[config.mk]
export PLATFORM = sky130hd
export DESIGN_NAME = band_filter_sequencer
export DESIGN_NICKNAME = d
export VERILOG_FILES = /design/src/rtl/band_pkg.sv /design/src/rtl/band_match.sv /design/src/rtl/band_filter_sequencer.sv
export SDC_FILE = /design/constraint.sdc
export NUM_CORES = 2
export LEC_CHECK = 0
export ABC_AREA = 1
export CORE_MARGIN = 3
export CORE_UTILIZATION = 30
export CTS_CLUSTER_DIAMETER = 150
export DETAILED_ROUTE_END_ITERATION = 10
export GPL_TIMING_DRIVEN = 0
export PLACE_DENSITY_LB_ADDON = 0.2
export SLEW_MARGIN = 5
export SYNTH_ARGS = -nofsm -noshare
export SYNTH_HDL_FRONTEND = slang
export SYNTH_SLANG_ARGS = --single-unit
[constraint.sdc]
create_clock -name clock -period 3.9 [get_ports clock]
set_input_delay 0.585 -clock clock [delete_from_list [all_inputs] [get_ports clock]]
set_output_delay 0.585 -clock clock [all_outputs]
set_load 0.01 [all_outputs]
[src/rtl/band_pkg.sv]
// rtl/band_pkg.sv - shared types and defaults for the band filter sequencer
package band_pkg;

  localparam int DEFAULT_FREQ_W    = 32;
  localparam int DEFAULT_NUM_BANDS = 8;

  typedef enum logic [1:0] {
    ST_IDLE   = 2'd0,
    ST_BREAK  = 2'd1,
    ST_SETTLE = 2'd2
  } band_state_e;

  // Bounds are stored at the default width; narrower FREQ_W values are zero-extended.
  typedef struct packed {
    logic [DEFAULT_FREQ_W-1:0] lo;
    logic [DEFAULT_FREQ_W-1:0] hi;
    logic                      en;
  } band_entry_t;

endpackage

[src/rtl/band_match.sv]
// rtl/band_match.sv - two-stage table compare, hysteresis and priority encode
module band_match
  import band_pkg::*;
#(
  parameter int  FREQ_W    = DEFAULT_FREQ_W,
  parameter int  NUM_BANDS = DEFAULT_NUM_BANDS,
  parameter int  HYST_HZ   = 10000,
  localparam int IDX_W     = $clog2(NUM_BANDS)
) (
  input  logic              clock,
  input  logic              reset,
  input  logic [FREQ_W-1:0] freq,
  input  band_entry_t       entries [NUM_BANDS],
  input  logic [IDX_W-1:0]  cur_band,
  input  logic              tx,
  output logic [IDX_W-1:0]  cand
);

  localparam logic [FREQ_W:0] HYST_EXT = (FREQ_W+1)'(HYST_HZ);

  logic [NUM_BANDS-1:1] hit_d, hit_q;
  logic                 hyst_d, hyst_q;
  logic [IDX_W-1:0]     cur_s1_d, cur_s1_q;
  logic                 tx_s1_d, tx_s1_q;
  logic [IDX_W-1:0]     cand_d, cand_q;

  band_entry_t          cur_ent;
  logic [FREQ_W-1:0]    cur_lo, cur_hi, win_lo, win_hi;
  logic [FREQ_W:0]      lo_ext, hi_sum;

  always_comb begin
    hit_d = '0;
    for (int k = 1; k < NUM_BANDS; k++) begin
      hit_d[k] = entries[k].en
              && (freq >= FREQ_W'(entries[k].lo))
              && (freq <  FREQ_W'(entries[k].hi));
    end
  end

  // Widened window of the band currently applied, saturating at both ends.
  always_comb begin
    cur_ent  = entries[cur_band];
    cur_lo   = FREQ_W'(cur_ent.lo);
    cur_hi   = FREQ_W'(cur_ent.hi);
    lo_ext   = {1'b0, cur_lo};
    hi_sum   = {1'b0, cur_hi} + HYST_EXT;
    win_lo   = (lo_ext >= HYST_EXT) ? FREQ_W'(lo_ext - HYST_EXT) : '0;
    win_hi   = hi_sum[FREQ_W] ? '1 : hi_sum[FREQ_W-1:0];
    hyst_d   = (cur_band != '0) && cur_ent.en && (freq >= win_lo) && (freq < win_hi);
    cur_s1_d = cur_band;
    tx_s1_d  = tx;
  end

  // Lowest enabled match wins unless the held band or transmit overrides it.
  always_comb begin
    cand_d = '0;
    for (int k = NUM_BANDS - 1; k >= 1; k--) begin
      if (hit_q[k]) cand_d = IDX_W'(k);
    end
    if (hyst_q)  cand_d = cur_s1_q;
    if (tx_s1_q) cand_d = '0;
  end

  always_ff @(posedge clock) begin
    if (reset) begin
      hit_q    <= '0;
      hyst_q   <= 1'b0;
      cur_s1_q <= '0;
      tx_s1_q  <= 1'b0;
      cand_q   <= '0;
    end else begin
      hit_q    <= hit_d;
      hyst_q   <= hyst_d;
      cur_s1_q <= cur_s1_d;
      tx_s1_q  <= tx_s1_d;
      cand_q   <= cand_d;
    end
  end

  assign cand = cand_q;

endmodule

[src/rtl/band_filter_sequencer.sv]
// rtl/band_filter_sequencer.sv - band table, frequency latch and break/settle relay sequencer
module band_filter_sequencer
  import band_pkg::*;
#(
  parameter int  FREQ_W        = DEFAULT_FREQ_W,
  parameter int  NUM_BANDS     = DEFAULT_NUM_BANDS,
  parameter int  BREAK_CYCLES  = 4,
  parameter int  SETTLE_CYCLES = 8,
  parameter int  HYST_HZ       = 10000,
  localparam int IDX_W         = $clog2(NUM_BANDS)
) (
  input  logic                 clock,
  input  logic                 reset,
  input  logic [FREQ_W-1:0]    frequency,
  input  logic                 freq_valid,
  input  logic                 tx,
  input  logic                 tbl_we,
  input  logic [IDX_W-1:0]     tbl_addr,
  input  logic [FREQ_W-1:0]    tbl_lo,
  input  logic [FREQ_W-1:0]    tbl_hi,
  input  logic                 tbl_en,
  output logic [NUM_BANDS-1:0] filt_sel,
  output logic                 mute,
  output logic                 busy
);

  localparam int CNT_MAX = (BREAK_CYCLES > SETTLE_CYCLES) ? BREAK_CYCLES : SETTLE_CYCLES;
  localparam int CNT_W   = $clog2(CNT_MAX + 1);
  localparam logic [CNT_W-1:0] BRK_LAST = CNT_W'(BREAK_CYCLES - 1);
  localparam logic [CNT_W-1:0] STL_LAST = CNT_W'(SETTLE_CYCLES - 1);

  logic [FREQ_W-1:0]    freq_d, freq_q;
  band_entry_t          table_d [NUM_BANDS];
  band_entry_t          table_q [NUM_BANDS];
  band_state_e          state_d, state_q;
  logic [IDX_W-1:0]     target_d, target_q;
  logic [IDX_W-1:0]     cur_d, cur_q;
  logic [CNT_W-1:0]     cnt_d, cnt_q;
  logic [NUM_BANDS-1:0] filt_sel_d, filt_sel_q;
  logic                 mute_d, mute_q;
  logic [IDX_W-1:0]     cand;

  band_match #(
    .FREQ_W    (FREQ_W),
    .NUM_BANDS (NUM_BANDS),
    .HYST_HZ   (HYST_HZ)
  ) u_match (
    .clock    (clock),
    .reset    (reset),
    .freq     (freq_q),
    .entries  (table_q),
    .cur_band (cur_q),
    .tx       (tx),
    .cand     (cand)
  );

  // Entry 0 is the bypass path and is never writable.
  always_comb begin
    freq_d = freq_valid ? frequency : freq_q;
    for (int k = 0; k < NUM_BANDS; k++) begin
      table_d[k] = table_q[k];
      if (k != 0 && tbl_we && tbl_addr == IDX_W'(k)) begin
        table_d[k].lo = DEFAULT_FREQ_W'(tbl_lo);
        table_d[k].hi = DEFAULT_FREQ_W'(tbl_hi);
        table_d[k].en = tbl_en;
      end
    end
  end

  always_comb begin
    state_d    = state_q;
    target_d   = target_q;
    cur_d      = cur_q;
    cnt_d      = cnt_q;
    filt_sel_d = filt_sel_q;
    mute_d     = mute_q;
    case (state_q)
      ST_IDLE: begin
        if (cand != cur_q) begin
          state_d    = ST_BREAK;
          target_d   = cand;
          cnt_d      = '0;
          filt_sel_d = '0;
          mute_d     = 1'b1;
        end
      end
      ST_BREAK: begin
        // Retargeting keeps the break timer running.
        target_d = cand;
        if (cnt_q == BRK_LAST) begin
          state_d    = ST_SETTLE;
          cur_d      = target_d;
          filt_sel_d = NUM_BANDS'(1) << target_d;
          cnt_d      = '0;
        end else begin
          cnt_d = cnt_q + CNT_W'(1);
        end
      end
      ST_SETTLE: begin
        if (cand != cur_q) begin
          state_d    = ST_BREAK;
          target_d   = cand;
          cnt_d      = '0;
          filt_sel_d = '0;
        end else if (cnt_q == STL_LAST) begin
          state_d = ST_IDLE;
          cnt_d   = '0;
          mute_d  = 1'b0;
        end else begin
          cnt_d = cnt_q + CNT_W'(1);
        end
      end
      default: begin
        state_d = ST_IDLE;
      end
    endcase
  end

  always_ff @(posedge clock) begin
    if (reset) begin
      freq_q     <= '0;
      state_q    <= ST_IDLE;
      target_q   <= '0;
      cur_q      <= '0;
      cnt_q      <= '0;
      filt_sel_q <= NUM_BANDS'(1);
      mute_q     <= 1'b0;
      for (int k = 0; k < NUM_BANDS; k++) begin
        table_q[k] <= '0;
      end
    end else begin
      freq_q     <= freq_d;
      state_q    <= state_d;
      target_q   <= target_d;
      cur_q      <= cur_d;
      cnt_q      <= cnt_d;
      filt_sel_q <= filt_sel_d;
      mute_q     <= mute_d;
      for (int k = 0; k < NUM_BANDS; k++) begin
        table_q[k] <= table_d[k];
      end
    end
  end

  assign filt_sel = filt_sel_q;
  assign mute     = mute_q;
  assign busy     = (state_q != ST_IDLE);

  a_sel_onehot0: assert property (@(posedge clock) $onehot0(filt_sel_q));

endmodule

# == After elaboration in Yosys (flattened, before gate mapping) ==
# Cells that the tools add are included.
# word_totals
regBits,520
in_bits,105
out_inout_bits,10
# op_classes
add_sub_neg,3
order_cmp,18
n_eq_ne,18
shift,1
n_mux,30
bitwise_logic,1
reduce_logical,37
# op_table
operator,count
32-bit greater-or-equal comparator,8
32-bit less-than comparator,8
65-bit binary-select mux with 3-bit select,1
65-bit 2-to-1 mux,2
32-bit 2-to-1 mux,2
"32-bit by 14-bit adder with 33-bit output, second input constant",1
"32-bit by 14-bit greater-or-equal comparator with 1-bit output, second input constant",1
"32-bit by 14-bit subtractor with 32-bit output, second input constant",1
1-bit logical AND,24
3-bit 2-to-1 mux,8
4-bit 2-to-1 mux,4
8-bit 2-to-1 mux,2
8-bit case mux with 2 select lines,1
"3-bit equality test, second input constant",4
4-bit case mux with 3 select lines,1
2-bit 2-to-1 mux,4
"2-bit inequality test, second input constant",4
"1-bit by 3-bit left shift with 8-bit output, first input constant",1
"3-bit by 2-bit equality test with 1-bit output, second input constant",2
2-bit case mux with 3 select lines,1
3-bit AND reduction,2
2-bit nonzero test,3
3-bit nonzero test,2
"4-bit by 1-bit adder with 4-bit output, second input constant",1
16 further kinds,20

# == Logic depth before layout (Yosys ltp) ==
# depth
word_depth,9
ltp_mapped,31
ltp_nobuf,29

# == By module ==
# Synthesis repeated with hierarchy kept, for this count alone.
# unflattened
hier_cells,5427
hier_area_um2,36822.8
# by_module_without_submodules
module,n_inst,cells_per_inst,area_per_inst_um2,seq_area_each_um2
band_match,1,3122,18860.6,300.3
band_filter_sequencer,1,2305,17962.2,10109.7

# == Worst setup path after synthesis ==
# Ideal clock, no wire load.
# synth_timing
kind,register to register
from,reg cur_q[0]
to,reg u_match.hyst_q
setup_ns,0.070
arrival_ns,3.577
slack_ns,0.253
path_stages_with_launch,30
cell_sequence,dfxtp_1 -> buf_6 -> inv_4 -> nor2_4 -> inv_2 -> buf_6 -> o21ai_2 -> nand2_1 -> o21ai_2 -> inv_1 -> ha_1 -> nand2_1 -> nand2_1 -> nor2_1 -> nand3_2 -> nand2_2 -> nor2_8 -> nand4_4 -> inv_2 -> or2_1 -> ha_1 -> a21oi_1 -> o31ai_1 -> a21oi_1 -> o31a_1 -> o21ai_0 -> a21oi_1 -> o21ai_0 -> nand4_1 -> a21oi_1
# synth_via
elab_chain_len,9
elab_cells_between_ends,15
# synth_rtl
element,line_no,source
start: declaration,band_filter_sequencer.sv:37,"logic [IDX_W-1:0] cur_d, cur_q;"
start signal: assignment,band_filter_sequencer.sv:135,cur_q <= cur_d;
3-bit inverter with 4-bit output (implied by the code),band_match.sv:42,cur_ent = entries[cur_band];
65-bit binary-select mux with 3-bit select,band_match.sv:42,
65-bit 2-to-1 mux (implied by the code) (2 in a row),band_match.sv:42,
32-bit by 14-bit subtractor with 32-bit output / 32-bit by 14-bit greater-or-equal comparator with 1-bit output (equally long branches),band_match.sv:47,win_lo = (lo_ext >= HYST_EXT) ? FREQ_W'(lo_ext - HYST_EXT) : '0;
32-bit 2-to-1 mux,band_match.sv:47,
32-bit greater-or-equal comparator,band_match.sv:49,hyst_d = (cur_band != '0) && cur_ent.en && (freq >= win_lo) && (freq < win_hi);
1-bit logical AND,band_match.sv:49,
1-bit logical AND *,band_match.sv:49,
end signal: assignment,band_match.sv:73,hyst_q <= hyst_d;
end: declaration,band_match.sv:22,"logic hyst_d, hyst_q;"
# Mark *: on every way between the ends. The rest lies on a longest branch, timed or not. The select of a mux whose other input is x is not followed.
# A chain may end at the register's enable or synchronous reset.

# == Worst setup path in the final report ==
# Same ends and word-level chain as after synthesis.

==> implementation parameters <==
Parameter                              Value

Run status
  Result of the run    complete, but fails checks
  Failing checks    negative setup slack

Clock tree
  Buffer cell driving the clock tree root    sky130_fd_sc_hd__clkbuf_16
  Clk pin slew, worst setup/hold paths    70 ps
  Clock H-tree levels    3
  Quantity of hold-fixing buffers added after cts    0
  Clock sink total    520
  Clock tree from TritonCTS    yes
  Worst-Skew Late Latency    ~670 ps
  Buffer levels on the longest clock path    3
  Inserted Clock Buffers    69

Timing
  Post-route worst setup slack    -313.3 ps
  Final setup violation count    1
  Setup repair after global routing missed its margin    yes
  Worst Clk Skew    38.50 ps
  Final Cycle Share    1.080
  Highest clock frequency the design can meet    0.2373 GHz
  Crit path time final    4213 ps
  Worst slew margin relative to its limit    0.01240
  Endpoints failing hold    0
  Actual transition at the worst max-transition pin    1481 ps
  Number of pins with negative max-slew slack in the final report    0

GRT
  Vias in the first global route    32820
  Global-route wire length before repair    236.3 mm
  Number of antenna violations at the first check in global routing    13
  Largest net degree at the start of global routing    18
  Total overflow reported by the global router    0
  GRT Overall Usage    0.2695

Setup path
  Reg-to-reg slack, setup    -310 ps
  Kind of critical path    flip-flop to flip-flop
  R2r worst-path depth    26
  Most Frequent Cell on Critical Path    sky130_fd_sc_hd__buf_12
  Critical path data arrival time    4820 ps
  Stages on worst setup path    26
  Largest fanout on the critical path    7
  Sort of element at the start of the critical path    flip-flop
  Endpoint class of the critical path    flip-flop
  Cell family with most CP delay    compound AO/OA/AOI/OAI gates
  Data required time of the critical path    4500 ps
  Delay contributed by the slowest stage of the critical path    330 ps
  Worst path bufs/invs    7
  Cell with the biggest individual delay on the critical path    sky130_fd_sc_hd__dfxtp_2
  FF-to-FF Start    cur_q[0]
  Worst flop-to-flop path endpoint    u_match.hyst_q

Finish
  Final cell area excluding filler cells    0.04202 sq mm
  Layout overhead on the synthesized area    21.13%
  Final #Nets    5666
  Layout cell share with drive strength beyond 1    0.08615

Synth
  Number of enable flip-flop cells after synthesis    0
  Yosys top cell area share    0.3001
  Mapped Nets    5413
  Ys async rst share    0
  Yosys synthesis warning count    0
  Flip-flop and latch count after synthesis    520
  Commonest register cell after synthesis    sky130_fd_sc_hd__dfxtp_1
  Post-synthesis instance area    0.03469 sq mm
  Distinct cells, synth    66
  Portion of the post-synthesis area used by sequential elements    0.3001
  Synthesized instance count    roughly 4800
  Largest area contributor in the synthesized netlist    sky130_fd_sc_hd__dfxtp_1
  Mean instance size in the synthesized netlist    between 7 and 8 sq um
  Cell types with the largest area share after synthesis    sky130_fd_sc_hd__dfxtp_1, sky130_fd_sc_hd__ha_1, sky130_fd_sc_hd__a21oi_1

Placed design
  Worst setup slack after placement    -1825 ps
  Port Buf Inserts    114
  Post-DP HPWL    ~120 mm
  Gp weighted congestion    0.9492
  Post-DP Area    ~0.038 sq mm

Floorplan
  Floorplan die width    346.0 um
  Initial Utilization    0.3029
  Standard-cell rows    between 100 and 150
  Die area    0.1197 sq mm
  Number of top-level design ports    roughly 120
  Core ar.    roughly 0.11 sq mm
  Die H    346.0 um

Routing
  Detailed-route wire length per cell    25.55 um
  Initial drt markers    between 3000 and 4000
  DRC violations left    0
  Total wire length    168.9 mm
  Via-per-instance ratio    5.499
  Antenna viol nets, final    0
  Number of detailed-route iterations in the first pass    6
  Detailed-route via count    36350

Job
  Maxcap violations    0

Min path
  Hold Path Stages    2
  Origin of the worst min-delay path    u_match.cur_s1_q[1]
  Capture endpoint of the worst hold path    u_match.cand[1]
  Path type of the worst min-delay path    flip-flop to flip-flop

Power and ir drop
  Power density over the cells    359.3 mW/mm^2
  Cell leakage power    16.93 nW
  Highest ir drop seen on vdd    0.2888 mV
[registers in the layout, indices dropped and copies added (netlist names)]
name	count
cnt_q	4
cur_q	3
filt_sel	8
freq_q	32
mute	1
state_q	2
table_q	455
u_match.cand	3
u_match.cur_s1_q	3
u_match.hit_q	7
u_match.hyst_q	1
u_match.tx_s1_q	1
[worst min-delay path: cells and delay by family (launching register included)]
kind             cells  cell delay, ps
flip-flops           1             290
AND/OR/NAND/NOR      1              50
AO/OA/AOI/OAI        1              60
[logic make-up after synthesis]
| kind of cell | after synthesis | synth area share |
|---|---|---|
| AO/OA/AOI/OAI | 1753 | 0.2675 |
| AND/OR/NAND/NOR | 1151 | 0.1435 |
| buffers and inverters | 839 | 0.09887 |
| flip-flops | 520 | 0.3001 |
| XOR/XNOR | 21 | 0.005302 |
| adder cells (fa/ha/maj) | 512 | 0.1847 |
[through the flow]
step           power (mW)  TNS (ps)  utilization  hold WS, ps  std cells
4_1_cts             15.06    -425.4       0.3593        448.6       6572
3_5_place_dp        8.437    -14520       0.3296        438.2       6422
3_3_place_gp        8.384    -16570       0.3294        441.6       6422
6_report            15.10    -313.3       0.3669        456.3       6611
2_1_floorplan       7.327         0            -        424.0       4796
5_1_grt             15.65    -467.6       0.3669        479.4       6608
[where the power goes]
part           internal (mW)  switching (mW)  leakage, nW
Sequential              5.52           0.321         4.24
Combinational          0.929            1.66         11.6
Clock                   3.92            2.74         1.12
Total                   10.4            4.73         16.9
[layer usage]
metal / up-vias / GRT usage / wire length (um) / part of all wire
li1: 17040 / - / - / -
met1: 17430 / 0.3808 / 75700 / 0.45
met4: 0 / 0.1199 / 8640 / 0.051
met3: 319 / 0.04815 / 14860 / 0.088
met2: 1565 / 0.3985 / 69740 / 0.41
met5: - / 0 / 0 / 0
[worst max-delay path by stage]
stage | from | to | slack, ps
global route | cur_q[0] | u_match.hyst_q | -470
floorplan | cur_q[0] | u_match.hyst_q | 250
detailed placement | cur_q[2] | u_match.hyst_q | -1820
CTS | cur_q[0] | u_match.hyst_q | -430
finish | cur_q[0] | u_match.hyst_q | -310
global placement | cur_q[2] | u_match.hyst_q | -1790
[placed cells by master, fill, tap and decap left out, types with 8 or more instances in the layout]
master | netlist | routed
sky130_fd_sc_hd__a211oi_1 | 38 | 38
sky130_fd_sc_hd__o221ai_1 | 10 | 9
sky130_fd_sc_hd__clkbuf_16 | 0 | 79
sky130_fd_sc_hd__nand2_1 | 583 | 578
sky130_fd_sc_hd__o21ai_2 | 6 | 30
sky130_fd_sc_hd__clkbuf_8 | 0 | 16
sky130_fd_sc_hd__nor2_2 | 12 | 15
sky130_fd_sc_hd__o21ai_4 | 0 | 10
sky130_fd_sc_hd__buf_6 | 23 | 10
sky130_fd_sc_hd__clkdlybuf4s50_1 | 0 | 114
sky130_fd_sc_hd__buf_4 | 16 | 64
sky130_fd_sc_hd__buf_1 | 12 | 9
sky130_fd_sc_hd__nand4_1 | 58 | 58
sky130_fd_sc_hd__nor2_1 | 257 | 250
sky130_fd_sc_hd__clkbuf_1 | 162 | 168
sky130_fd_sc_hd__nand2_2 | 19 | 20
sky130_fd_sc_hd__o211ai_1 | 32 | 32
sky130_fd_sc_hd__a31oi_1 | 8 | 8
sky130_fd_sc_hd__inv_1 | 577 | 572
sky130_fd_sc_hd__buf_8 | 0 | 10
sky130_fd_sc_hd__dfxtp_1 | 520 | 501
sky130_fd_sc_hd__a21oi_2 | 5 | 12
sky130_fd_sc_hd__xor2_1 | 11 | 11
sky130_fd_sc_hd__dfxtp_2 | 0 | 18
sky130_fd_sc_hd__a21oi_1 | 836 | 828
sky130_fd_sc_hd__nor4_1 | 10 | 8
sky130_fd_sc_hd__o21a_1 | 8 | 8
sky130_fd_sc_hd__inv_2 | 10 | 12
sky130_fd_sc_hd__a21boi_0 | 9 | 9
sky130_fd_sc_hd__xnor2_1 | 10 | 10
sky130_fd_sc_hd__nor2_4 | 4 | 8
sky130_fd_sc_hd__o21ai_1 | 72 | 73
sky130_fd_sc_hd__o21ai_0 | 677 | 642
sky130_fd_sc_hd__nand3_1 | 144 | 140
sky130_fd_sc_hd__a32oi_2 | 3 | 8
sky130_fd_sc_hd__nor3_1 | 28 | 28
sky130_fd_sc_hd__buf_12 | 0 | 43
sky130_fd_sc_hd__ha_1 | 512 | 508
[cells in the mapped netlist, types with 11 or more instances]
master                     number
sky130_fd_sc_hd__a21oi_1      836
sky130_fd_sc_hd__o21ai_0      677
sky130_fd_sc_hd__nand2_1      583
sky130_fd_sc_hd__inv_1        577
sky130_fd_sc_hd__dfxtp_1      520
sky130_fd_sc_hd__ha_1         512
sky130_fd_sc_hd__nor2_1       257
sky130_fd_sc_hd__clkbuf_1     162
sky130_fd_sc_hd__nand3_1      144
sky130_fd_sc_hd__o21ai_1       72
sky130_fd_sc_hd__nand4_1       58
sky130_fd_sc_hd__a211oi_1      38
sky130_fd_sc_hd__buf_2         36
sky130_fd_sc_hd__o211ai_1      32
sky130_fd_sc_hd__nor3_1        28
sky130_fd_sc_hd__buf_6         23
sky130_fd_sc_hd__nand2_2       19
sky130_fd_sc_hd__buf_4         16
sky130_fd_sc_hd__buf_1         12
sky130_fd_sc_hd__nor2_2        12
sky130_fd_sc_hd__xor2_1        11
[cell type report]
cell class	count	area [sq um]
repair buffers	182	1832
diodes	3	7.507
multi-input cells	3437	21340
plain buffers	249	1986
flip-flops and latches	520	10440
clock inverters	16	209.0
well taps	1512	1892
clock buffers	102	2064
fillers	12300	72480
inverters	590	2246
[what timing repair did]
item / in CTS / in global routing
endpoints found under the setup margin: 8 / 5
buffers inserted: 31 / 28
pin swaps: 30 / 39
gates cloned: 1 / 7
gates resized for setup: 238 / 128
Power figures use the tool's default switching activity.
